[config.mk]
export PLATFORM = sky130hd
export DESIGN_NAME = uart_tx_fifo
export DESIGN_NICKNAME = d
export VERILOG_FILES = /design/src/rtl/uart_tx_fifo.sv
export SDC_FILE = /design/constraint.sdc
export NUM_CORES = 1
export LEC_CHECK = 0
export ABC_CLOCK_PERIOD_IN_PS = 7140
export BUFFER_PORTS_ARGS = -buffer_cell sky130_fd_sc_hd__buf_2
export CAP_MARGIN = 15
export CORE_ASPECT_RATIO = 1.2
export CORE_MARGIN = 5
export CORE_UTILIZATION = 35
export DETAILED_ROUTE_END_ITERATION = 6
export GPL_ROUTABILITY_DRIVEN = 1
export HOLD_SLACK_MARGIN = 0.12
export PLACE_DENSITY = 0.62
export SKIP_CTS_REPAIR_TIMING = 1
export SLEW_MARGIN = 20
export SYNTH_ARGS = -nofsm -noshare
export SYNTH_HDL_FRONTEND = slang
export SYNTH_SLANG_ARGS = --single-unit
[constraint.sdc]
create_clock -name clk -period 7.14 [get_ports clk]
set_clock_uncertainty 0.2 [all_clocks]
set_input_delay 0.357 -clock clk [delete_from_list [all_inputs] [get_ports clk]]
set_output_delay 0.357 -clock clk [all_outputs]
set_load 0.05 [all_outputs]
[src/rtl/uart_tx_fifo.sv]
// rtl/uart_tx_fifo.sv - UART transmitter with input FIFO, runtime parity and stop-bit selection
//
// Purpose:
//   Queues words written from the bus side and serialises them LSB first onto tx.
//   Frames go out back-to-back while the FIFO holds data. The external baud generator
//   supplies one baud_tick per bit period.
//
// Ports:
//   clk, rst          clock, synchronous active-high reset
//   enable            transmitter enable; low aborts the frame in flight (FIFO kept)
//   baud_tick         one-cycle pulse per bit period
//   parity_mode       00 none, 01 even, 10 odd, 11 none; latched at frame start
//   two_stop          1 selects two stop bits; latched at frame start
//   flush             empties the FIFO (wins over a same-cycle push)
//   wr_data/wr_valid  push port; wr_ready = !full
//   overflow          one-cycle pulse after a push attempt while full
//   fifo_count        queued entries, excluding the frame in flight
//   tx                serial line, idle high, registered
//   busy, done        FSM not idle / one-cycle pulse at end of each frame
//   dbg_tx_state      current FSM state encoding
module uart_tx_fifo #(
  parameter int DATA_BITS  = 8,
  parameter int FIFO_DEPTH = 16,
  localparam int CNT_W     = $clog2(FIFO_DEPTH + 1)
) (
  input  logic                 clk,
  input  logic                 rst,
  input  logic                 enable,
  input  logic                 baud_tick,
  input  logic [1:0]           parity_mode,
  input  logic                 two_stop,
  input  logic                 flush,
  input  logic [DATA_BITS-1:0] wr_data,
  input  logic                 wr_valid,
  output logic                 wr_ready,
  output logic                 overflow,
  output logic [CNT_W-1:0]     fifo_count,
  output logic                 tx,
  output logic                 busy,
  output logic                 done,
  output logic [2:0]           dbg_tx_state
);

  localparam int PTR_W = $clog2(FIFO_DEPTH);
  localparam int BC_W  = $clog2(DATA_BITS);

  typedef enum logic [2:0] {
    S_IDLE   = 3'd0,
    S_START  = 3'd1,
    S_DATA   = 3'd2,
    S_PARITY = 3'd3,
    S_STOP   = 3'd4,
    S_DONE   = 3'd5
  } state_t;

  // FIFO storage and bookkeeping
  logic [DATA_BITS-1:0] fifo_mem [FIFO_DEPTH];
  logic [PTR_W-1:0]     wr_ptr_q, wr_ptr_d;
  logic [PTR_W-1:0]     rd_ptr_q, rd_ptr_d;
  logic [CNT_W-1:0]     count_q, count_d;
  logic                 ovf_q, ovf_d;
  logic                 full, empty, push, pop;

  // Transmit FSM state and frame-local copies of the configuration
  state_t               state_q, state_d;
  logic                 tx_q, tx_d;
  logic                 done_q, done_d;
  logic [DATA_BITS-1:0] shift_q, shift_d;
  logic [BC_W-1:0]      bit_cnt_q, bit_cnt_d;
  logic                 par_en_q, par_en_d;
  logic                 par_bit_q, par_bit_d;
  logic                 two_stop_q, two_stop_d;
  logic                 stop_cnt_q, stop_cnt_d;
  logic [DATA_BITS-1:0] pop_data;

  assign full     = (count_q == CNT_W'(FIFO_DEPTH));
  assign empty    = (count_q == '0);
  assign push     = wr_valid && !full && !flush;
  // A pop only happens from IDLE, so a freshly pushed entry is seen one cycle later.
  assign pop      = (state_q == S_IDLE) && enable && !empty;
  assign pop_data = fifo_mem[rd_ptr_q];

  always_comb begin
    wr_ptr_d = wr_ptr_q;
    rd_ptr_d = rd_ptr_q;
    count_d  = count_q;
    ovf_d    = wr_valid && full;
    if (flush) begin
      // The popped word (if any) is already captured by the FSM this edge.
      wr_ptr_d = '0;
      rd_ptr_d = '0;
      count_d  = '0;
    end else begin
      if (push) wr_ptr_d = wr_ptr_q + PTR_W'(1);
      if (pop)  rd_ptr_d = rd_ptr_q + PTR_W'(1);
      count_d = count_q + CNT_W'(push) - CNT_W'(pop);
    end
  end

  always_ff @(posedge clk) begin
    if (push) fifo_mem[wr_ptr_q] <= wr_data;
  end

  always_comb begin
    state_d    = state_q;
    tx_d       = tx_q;
    done_d     = 1'b0;
    shift_d    = shift_q;
    bit_cnt_d  = bit_cnt_q;
    par_en_d   = par_en_q;
    par_bit_d  = par_bit_q;
    two_stop_d = two_stop_q;
    stop_cnt_d = stop_cnt_q;
    if (!enable) begin
      state_d = S_IDLE;
      tx_d    = 1'b1;
    end else begin
      case (state_q)
        S_IDLE: begin
          tx_d = 1'b1;
          if (pop) begin
            shift_d    = pop_data;
            par_en_d   = (parity_mode == 2'b01) || (parity_mode == 2'b10);
            par_bit_d  = (^pop_data) ^ (parity_mode == 2'b10);
            two_stop_d = two_stop;
            tx_d       = 1'b0;
            state_d    = S_START;
          end
        end
        S_START: begin
          if (baud_tick) begin
            tx_d      = shift_q[0];
            bit_cnt_d = '0;
            state_d   = S_DATA;
          end
        end
        S_DATA: begin
          if (baud_tick) begin
            if (bit_cnt_q == BC_W'(DATA_BITS - 1)) begin
              stop_cnt_d = 1'b0;
              if (par_en_q) begin
                tx_d    = par_bit_q;
                state_d = S_PARITY;
              end else begin
                tx_d    = 1'b1;
                state_d = S_STOP;
              end
            end else begin
              // shift_q[0] is on the line; bit 1 becomes the next one.
              tx_d      = shift_q[1];
              shift_d   = shift_q >> 1;
              bit_cnt_d = bit_cnt_q + BC_W'(1);
            end
          end
        end
        S_PARITY: begin
          if (baud_tick) begin
            tx_d       = 1'b1;
            stop_cnt_d = 1'b0;
            state_d    = S_STOP;
          end
        end
        S_STOP: begin
          if (baud_tick) begin
            if (!two_stop_q || stop_cnt_q) begin
              done_d  = 1'b1;
              state_d = S_DONE;
            end else begin
              stop_cnt_d = 1'b1;
            end
          end
        end
        S_DONE: begin
          tx_d    = 1'b1;
          state_d = S_IDLE;
        end
        default: begin
          tx_d    = 1'b1;
          state_d = S_IDLE;
        end
      endcase
    end
  end

  always_ff @(posedge clk) begin
    if (rst) begin
      wr_ptr_q   <= '0;
      rd_ptr_q   <= '0;
      count_q    <= '0;
      ovf_q      <= 1'b0;
      state_q    <= S_IDLE;
      tx_q       <= 1'b1;
      done_q     <= 1'b0;
      shift_q    <= '0;
      bit_cnt_q  <= '0;
      par_en_q   <= 1'b0;
      par_bit_q  <= 1'b0;
      two_stop_q <= 1'b0;
      stop_cnt_q <= 1'b0;
    end else begin
      wr_ptr_q   <= wr_ptr_d;
      rd_ptr_q   <= rd_ptr_d;
      count_q    <= count_d;
      ovf_q      <= ovf_d;
      state_q    <= state_d;
      tx_q       <= tx_d;
      done_q     <= done_d;
      shift_q    <= shift_d;
      bit_cnt_q  <= bit_cnt_d;
      par_en_q   <= par_en_d;
      par_bit_q  <= par_bit_d;
      two_stop_q <= two_stop_d;
      stop_cnt_q <= stop_cnt_d;
    end
  end

  assign wr_ready     = !full;
  assign overflow     = ovf_q;
  assign fifo_count   = count_q;
  assign tx           = tx_q;
  assign busy         = (state_q != S_IDLE);
  assign done         = done_q;
  assign dbg_tx_state = state_q;

endmodule
==> results of run 1 <==
[cells by family (layout without fill, tap and decap cells)]
kind of cell               count (synthesis)  count (layout)  share of synthesized area, %
DFF                                      166             166                         66.73
and+or+nand+nor                          116             116                         7.779
muxes                                     45              45                         13.82
AOI/OAI and AO/OA                         43              43                         3.754
buffers and inverters                     35              92                         2.774
adders and majority gates                 14              14                         2.647
xor gates and xnor gates                  14              14                         2.502
[flip-flops by register name (all words and copies together) (netlist names), 3 cells and up, named ones only]
signal	cells
rd_ptr_q	4
shift_q	8
fifo_count	5
dbg_tx_state	3
fifo_mem	128
wr_ptr_q	4
bit_cnt_q	3
[layer usage]
metal / wire, um / global-route usage, % / vias up
met1: 5439 / 14.44 / 1895
met4: 139 / 3.774 / 0
li1: - / - / 1756
met2: 7016 / 21.18 / 73
met3: 513 / 3.698 / 12
met5: 0 / 0 / -
[report_power, final]
part	total, mW	internal, mW	leakage, nW	switching, mW
registers	1.14	1.08	1.46	0.0524
logic	0.430	0.202	0.901	0.228
clock network	0.891	0.518	0.273	0.373
total	2.46	1.80	2.64	0.653
[how the worst min path moves through the flow]
stage / slack (ps) / start / to / depth (start not counted)
after detailed placement: 260 / par_bit_q$_SDFFE_PP0P_ / par_bit_q$_SDFFE_PP0P_ / 2
after CTS: -30 / two_stop / two_stop_q$_SDFFE_PP0P_ / 3
after floorplan: 230 / par_bit_q$_SDFFE_PP0P_ / par_bit_q$_SDFFE_PP0P_ / 2
after global routing: 120 / wr_data[3] / fifo_mem[10][3]$_DFFE_PP_ / 1
after global placement: 260 / stop_cnt_q$_SDFFE_PP0P_ / stop_cnt_q$_SDFFE_PP0P_ / 2
final: 120 / wr_data[3] / fifo_mem[11][3]$_DFFE_PP_ / 1
[worst max-delay path, delay by kind of cell (launching register included)]
kind | cells | cell delay, ps
AND/OR/NAND/NOR | 6 | 1470
flip-flops | 1 | 320
buffers and inverters | 3 | 210
adder cells (fa/ha/maj) | 3 | 590
AO/OA/AOI/OAI | 3 | 480
[through the flow]
stage               power (mW)  hold slack, ps  std cells  util [%]  area [um^2]
floorplan                1.503           231.9        433         -         6900
global placement         1.579           257.8        709     37.40         7284
detailed placement       1.589           258.3        709     37.40         7284
CTS                      2.481          -28.89        741     40.38         7865
global route             2.580           122.1        751     40.90         7968
finish                   2.457           121.1        751     40.90         7968
[cell usage after synthesis, drive strengths merged]
master   number
edfxtp      128
nor2         44
dfxtp        38
mux4         36
nand2        23
a21oi        19
inv          15
nand3        14
ha           13
buf          11
nor3         10
clkbuf        9
mux2i         9
nand2b        9
a211oi        8
xor2          7
o21ai         6
a22oi         4
xnor2         4
nand4         3
nor2b         3
or3           3
xnor3         3
a31oi         2
nor3b         2
or2           2
a21o          1
fa            1
nand3b        1
o21bai        1
o2bb2ai       1
o31ai         1
or4           1
or4b          1
[placed cells by master, fill, tap and decap left out, types with 3 or more instances in the layout]
cell type	Yosys	routed
edfxtp_1	128	128
nor2_1	44	44
dfxtp_1	38	36
buf_2	4	29
nand2_1	23	23
mux4_2	22	22
a21oi_1	19	19
clkbuf_16	0	17
inv_1	15	15
nand3_1	14	14
mux4_1	14	14
ha_1	13	13
nor3_1	10	10
dlygate4sd3_1	0	10
nand2b_1	9	9
mux2i_1	9	9
a211oi_1	8	8
xor2_1	7	7
o21ai_0	6	6
buf_4	1	6
a22oi_1	4	4
inv_6	0	4
or3_1	3	3
xnor2_1	3	3
nor2b_1	3	3
nand4_1	3	3
clkinv_4	0	3
clkinvlp_4	0	3
[cell type report]
cell class                 count  area share [%]
clock inverter                14           1.900
multi-input combinational    232           26.41
clock buffer                  18           5.386
timing repair buffer          45           3.643
sequential                   166           57.85
tap                          261           4.099
inverter                      15          0.7067
==> results.cfg, run 1 <==
[cts]
cts_sinks = 166
clk_pin_slew_ps = 70
clock_latency_ps = 420
cts_buffers = 17
cts_tree = yes
clockRootBuffer = clkbuf_16
clockBufferDepth = 2
htreeDepth = 4

[placement]
io_buffers = 29
dp_hpwl_um = 8997
routabilityCongestion = 0.7818
post-place-ws_ps = 3754

[setup_path]
cp-endpoint = fifo_count[4]$_SDFF_PP0_
crit_required_ps = 7290
critPathLaunch = fifo_count[2]$_SDFF_PP0_
worstReg2RegStart = fifo_count[2]$_SDFF_PP0_
cpMostUsedCell = inv_1
worstReg2RegEnd = fifo_count[4]$_SDFF_PP0_
cp_max_fo = 8
arrival_ps = 3480
slowest_delay_ps = 630
rrSetupSlack_ps = 3820
crit_chain = inv_1 -> ha_1 -> or4b_2 -> nand2_1 -> nor2_1 -> o21ai_0 -> nand2_1 -> ha_1 -> inv_1 -> fa_1 -> inv_1 -> a21oi_1 -> nor2_1 -> or3_1 -> a21oi_1
ff2ff_path_depth = 15
cpMaxStageDelayCell = or4b_2
worstSetupEndpointType = flop
start_kind = flop
crit_type = flop to flop

[drt]
via_per_inst = 4.975
drt_iter0_drc = 254
wl_um = 13110
via_count = 3736
firstDrtPassIters = 4
drc = 0
ant_nets = 0
wl_per_cell_um = 17.45

[grt]
grt_first_pass_wirelength_um = 21220
grt_usage_pct = 12.12
grt_max_degree = 33
antenna_found_initial = 0
grt.overflow.total = 0
grt_pass1_vias = 3754

[sta]
rsz0062_at_grt = no
setup_viol = 0
hold_viol_final = 0
setup_slack_ps = 3816
worstMarginPinSlew_ps = 971.4
period_share_pct = 46.55
min_period_ps = 3324
slew_viol_final = 0
clock.fmax_mhz = 300.9
relSlewSlack_pct = 35.00
tns_ps = 0

[synth]
yosys_warnings = 0
syn-num-nets = 464
synth_cells = 433
synthTopCellsByArea = edfxtp_1, dfxtp_1, mux4_2
synth.yosys.seq_area_share_pct = 66.73
ys_ff_latch = 166
syn-cell-area_um2 = 6900
yosys.area.top_type = edfxtp_1
postSynthAreaPerCell_um2 = 15.94
synth_cell_type_count = 42
yosysTopAreaCellShare_pct = 55.70

[run]
cap_violations = 0

[floorplanning]
fp.dieW_um = 138.2
rows = 56
die_h_um = 163.8
die_area_um2 = 22630
ios = 30
start_util_pct = 35.43
core-area_um2 = 19480

[min_path]
hp-class = input port to flop

[power_and_ir_drop]
power.density_nw_per_um2 = 308.3
p_leak_nw = 2.636
peakVddDrop_v = 0.0001779

[cells_and_area]
fillCellCount = 1810
insertedDiodeCount = 0
drive_gt1_share_pct = 18.98
area_growth_pct = 15.47
multi_input_area_um2 = 2105
nets = 508
regArea_um2 = 4609

[outcome]
status = finished clean
(Power assumes the default switching activity.)
==> run 2, diff against run 1 <==
--- a/config.mk
+++ b/config.mk
@@ -5,7 +5,7 @@
 export SDC_FILE = /design/constraint.sdc
 export NUM_CORES = 1
 export LEC_CHECK = 0
-export ABC_CLOCK_PERIOD_IN_PS = 7140
+export ABC_CLOCK_PERIOD_IN_PS = 3300
 export BUFFER_PORTS_ARGS = -buffer_cell sky130_fd_sc_hd__buf_2
 export CAP_MARGIN = 15
 export CORE_ASPECT_RATIO = 1.2
==> constraint.sdc (replaced) <==
create_clock -name clk -period 3.3 [get_ports clk]
set_clock_uncertainty 0.2 [all_clocks]
set_input_delay 0.165 -clock clk [delete_from_list [all_inputs] [get_ports clk]]
set_output_delay 0.165 -clock clk [all_outputs]
set_load 0.05 [all_outputs]
==> run 2 against run 1 <==
Combinational power is 140% higher; maximum frequency rose by 11%; largest power group unchanged; critical endpoint unchanged; largest cell class unchanged; register-to-register slack got worse by 3500 ps; sequential share of layout area down 2.1 points.
==> results.cfg, run 2 (same netlist as run 1, synthesis figures left out) <==
[outcome]
status = finished clean

[setup_path]
crit_family = simple AND/OR/NAND/NOR gates
cp-endpoint = fifo_count[4]$_SDFF_PP0_
start_kind = flop
worstReg2RegStart = fifo_count[3]$_SDFF_PP0_
worstSetupEndpointType = flop
ff2ff_path_depth = 15
worstReg2RegEnd = fifo_count[4]$_SDFF_PP0_
critPathLaunch = fifo_count[3]$_SDFF_PP0_
cpMaxStageDelayCell = or4b_2
cpMostUsedCell = inv_1
crit_type = flop to flop
slowest_delay_ps = 630
crit_required_ps = 3450
arrival_ps = 3140
crit_chain = inv_1 -> ha_1 -> or4b_2 -> nand2_2 -> nor2_1 -> o21ai_2 -> nand2_1 -> ha_1 -> inv_1 -> fa_1 -> inv_1 -> a21oi_1 -> nor2_1 -> or3_1 -> a21oi_1
critPathBufInv = 3
rrSetupSlack_ps = 310
worstSetupPathDepth = 15
cp_max_fo = 4

[sta]
clock.fmax_mhz = 334.2
setup_slack_ps = 308.0
hold_viol_final = 0
tns_ps = 0
setup_viol = 0
min_period_ps = 2992
worstMarginPinSlew_ps = 556.3
rsz0062_at_grt = no
period_share_pct = 90.67
relSlewSlack_pct = 62.83
slew_viol_final = 0

[cts]
clockBufferDepth = 2
clock_latency_ps = 420
clk_pin_slew_ps = 60
cts_tree = yes
cts_buffers = 17
htreeDepth = 4
clockRootBuffer = clkbuf_16
cts_sinks = 166

[grt]
busiest_layer = met2
use_met1_pct = 13.80
antenna_found_initial = 0
use_met3_pct = 3.174
grt_pass1_vias = 3857
grt_max_degree = 33
grtUsageMet2_pct = 21.25
grt_first_pass_wirelength_um = 20820
grt.overflow.total = 0
grt_usage_pct = 11.83

[floorplanning]
rows = 56
core-area_um2 = 19480
start_util_pct = 35.43
die_area_um2 = 22630
ios = 30
die_h_um = 163.8
fp.dieW_um = 138.2

[drt]
wl_um = 12840
via_count = 3804
firstDrtPassIters = 4
ant_nets = 0
drt_iter0_drc = 226
drc = 0
via_per_inst = 4.896
wl_per_cell_um = 16.53

[placement]
routabilityCongestion = 0.8458
dp_hpwl_um = 8699
io_buffers = 29
post-place-ws_ps = 194.7

[cells_and_area]
top_register = fifo_mem
largest_reg_flops = 128
nets = 535
layout_common_cells = edfxtp_1, nor2_1, dfxtp_1
utilization_pct = 42.42
insertedDiodeCount = 0
multi_input_area_um2 = 2121
regArea_um2 = 4606
fillCellCount = 1766
area_growth_pct = 19.75
drive_gt1_share_pct = 21.51
layout_commonest_cell = edfxtp_1

[power_and_ir_drop]
p_leak_nw = 2.799
peakVddDrop_v = 0.0003959
power.density_nw_per_um2 = 661.4

[min_path]
hp-class = flop to flop

[run]
cap_violations = 0
-- run 2: cell count changes in the layout (fill, tap and decap cells not counted), moves of 2 or more --
cell and delta:
buf_4 +15, dlygate4sd3_1 +10, inv_6 -3, buf_12 +2
bufinv_16 +2
-- run 2: stage by stage --
stage / std cells / hold slack (ps) / total power [mW] / instance area [um^2]
final: 777 / 269.0 / 5.465 / 8263
after global routing: 777 / 288.3 / 5.738 / 8263
after CTS: 757 / -229.5 / 5.501 / 8056
after detailed placement: 726 / 224.0 / 3.470 / 7446
after global placement: 726 / 227.2 / 3.447 / 7446
after floorplan: 433 / 63.87 / 3.260 / 6910
-- run 2: how the worst min path moves through the flow --
stage	from	endpoint	depth (start not counted)	slack, ps
2_1_floorplan	wr_data[0]	fifo_mem[0][0]$_DFFE_PP_	0	60
3_3_place_gp	two_stop	two_stop_q$_SDFFE_PP0P_	3	230
3_5_place_dp	two_stop	two_stop_q$_SDFFE_PP0P_	3	220
4_1_cts	two_stop	two_stop_q$_SDFFE_PP0P_	3	-230
5_1_grt	par_bit_q$_SDFFE_PP0P_	par_bit_q$_SDFFE_PP0P_	2	290
6_report	par_bit_q$_SDFFE_PP0P_	par_bit_q$_SDFFE_PP0P_	2	270
-- run 2: final cells by class --
type	instances	share of cell area [%]
sequential	166	55.74
multi-input combinational	232	25.67
timing repair buffer	72	6.572
clock buffer	18	5.194
tap	261	3.952
clock inverter	13	2.196
inverter	15	0.6814
-- run 2: layer usage --
| metal | up-vias | share of wire (%) |
|---|---|---|
| li1 | 1806 | - |
| met1 | 1889 | 42 |
| met2 | 94 | 53 |
| met3 | 15 | 4.1 |
| met4 | 0 | 1.2 |
| met5 | - | 0 |
-- run 2: power breakdown --
group / internal, mW / switching, mW / total, mW
logic: 0.480 / 0.563 / 1.04
registers: 2.34 / 0.0603 / 2.40
clock network: 1.26 / 0.760 / 2.02
-- run 2: worst min-delay path, delay by kind of cell (launching register included) --
family           cells  cell delay (ps)
AO/OA/AOI/OAI        1               50
flip-flops           1              310
AND/OR/NAND/NOR      1               60
==> run 3, diff against run 2 <==
==> constraint.sdc (replaced) <==
create_clock -name clk -period 3.3 [get_ports clk]
set_clock_uncertainty 0.2 [all_clocks]
set_input_delay 0.66 -clock clk [delete_from_list [all_inputs] [get_ports clk]]
set_output_delay 0.66 -clock clk [all_outputs]
set_load 0.05 [all_outputs]
==> run 3 against run 2 <==
Sequential share of layout area rose by 1.2 points; clock power up 4%; sequential power about the same; via count is 1.9% lower; routed wire length rose by 1.0%; final area down 2.2%; total power is 1.2% higher; die area is the same; non-clock buffer count fell by 20; cell count down 2.6%; worst hold slack got worse by 6.3 ps; core utilization shrank 0.92 points; critical path type unchanged.
==> results.cfg, run 3 (same netlist as run 1, synthesis figures left out) <==
[grt]
grt.overflow.total = 0
grt_usage_pct = 12.12
grt_first_pass_wirelength_um = 21180
antenna_found_initial = 0
grt_pass1_vias = 3951
grt_max_degree = 33

[floorplanning]
ios = 30
core-area_um2 = 19480
start_util_pct = 35.43
rows = 56
fp.dieW_um = 138.2
die_area_um2 = 22630
die_h_um = 163.8

[cells_and_area]
nets = 515
layout_commonest_cell = edfxtp_1
regArea_um2 = 4606
multi_input_area_um2 = 2118
top_register = fifo_mem
fillCellCount = 1760
layout_common_cells = edfxtp_1, nor2_1, dfxtp_1
insertedDiodeCount = 0
area_growth_pct = 17.15
largest_reg_flops = 128
drive_gt1_share_pct = 22.58
utilization_pct = 41.50

[outcome]
status = finished clean

[sta]
min_period_ps = 3063
whs_ps = 262.7
worstMarginPinSlew_ps = 531.2
tns_ps = 0
clock.fmax_mhz = 326.4
rsz0062_at_grt = no
relSlewSlack_pct = 64.51
period_share_pct = 92.83
slew_viol_final = 0
setup_viol = 0
hold_viol_final = 0

[placement]
dp_hpwl_um = 8830
io_buffers = 29
routabilityCongestion = 0.8428

[run]
cap_violations = 0

[cts]
clockBufferDepth = 2
clockRootBuffer = clkbuf_16
htreeDepth = 4
cts_buffers = 17
clk_pin_slew_ps = 60
cts_tree = yes
clock_latency_ps = 420
cts_sinks = 166

[power_and_ir_drop]
p_leak_nw = 2.724
p_total_mw = 5.532
power.density_nw_per_um2 = 684.3
peakVddDrop_v = 0.0003409

[drt]
drt_iter0_drc = 220
wl_per_cell_um = 17.13
drc = 0
ant_nets = 0
firstDrtPassIters = 4
via_per_inst = 4.927
wl_um = 12970
via_count = 3730

[setup_path]
crit_required_ps = 3460
cp_max_fo = 4
crit_type = flop to flop
arrival_ps = 3220
start_kind = flop
worstSetupEndpointType = flop

[min_path]
hp-class = flop to flop
run 3: worst paths after layout:
path	start	to	slack, ps	depth (start not counted)
max	fifo_count[3]$_SDFF_PP0_	fifo_count[4]$_SDFF_PP0_	240	15
max reg2reg	fifo_count[3]$_SDFF_PP0_	fifo_count[4]$_SDFF_PP0_	240	15
min reg2reg	par_bit_q$_SDFFE_PP0P_	par_bit_q$_SDFFE_PP0P_	260	2
min	par_bit_q$_SDFFE_PP0P_	par_bit_q$_SDFFE_PP0P_	260	2
run 3: layout make-up:
cell class                 instances  share of cell area (%)
sequential                       166                   56.97
multi-input combinational        232                   26.20
clock buffer                      17                   5.262
timing repair buffer              52                   4.241
tap                              261                   4.040
clock inverter                    14                   2.585
inverter                          15                  0.6965
run 3: layer usage:
metal | wire length, um | GRT usage, % | vias to the layer above | part of all wire [%]
li1 | - | - | 1760 | -
met5 | 0 | 0 | - | 0
met1 | 5532 | 14.21 | 1880 | 43
met3 | 465 | 3.320 | 21 | 3.6
met4 | 234 | 4.717 | 0 | 1.8
met2 | 6738 | 21.27 | 69 | 52
run 3: power breakdown:
| group | internal [mW] | total, mW | leakage (nW) | switching (mW) |
|---|---|---|---|---|
| Combinational | 0.459 | 1.01 | 0.959 | 0.548 |
| Clock | 1.33 | 2.11 | 0.304 | 0.781 |
| Sequential | 2.34 | 2.41 | 1.46 | 0.0694 |
| Total | 4.13 | 5.53 | 2.72 | 1.40 |
run 3: per-stage QoR:
step	area (um^2)	instances	setup slack, ps
floorplan	6910	433	78.92
global placement	7446	726	274.8
detailed placement	7446	726	157.4
CTS	8080	757	145.4
global route	8084	757	4.312
finish	8084	757	236.7
run 3: worst max-delay path: stages, from the launching register on:
cell     delay (ps)
dfxtp_1         330
inv_1            90
ha_1            170
or4b_2          620
nand2_1         150
nor2_1           80
o21ai_2          90
nand2_1          80
ha_1            200
inv_1            70
fa_1            190
inv_1            50
a21oi_1         140
nor2_1           60
or3_1           340
a21oi_1         140
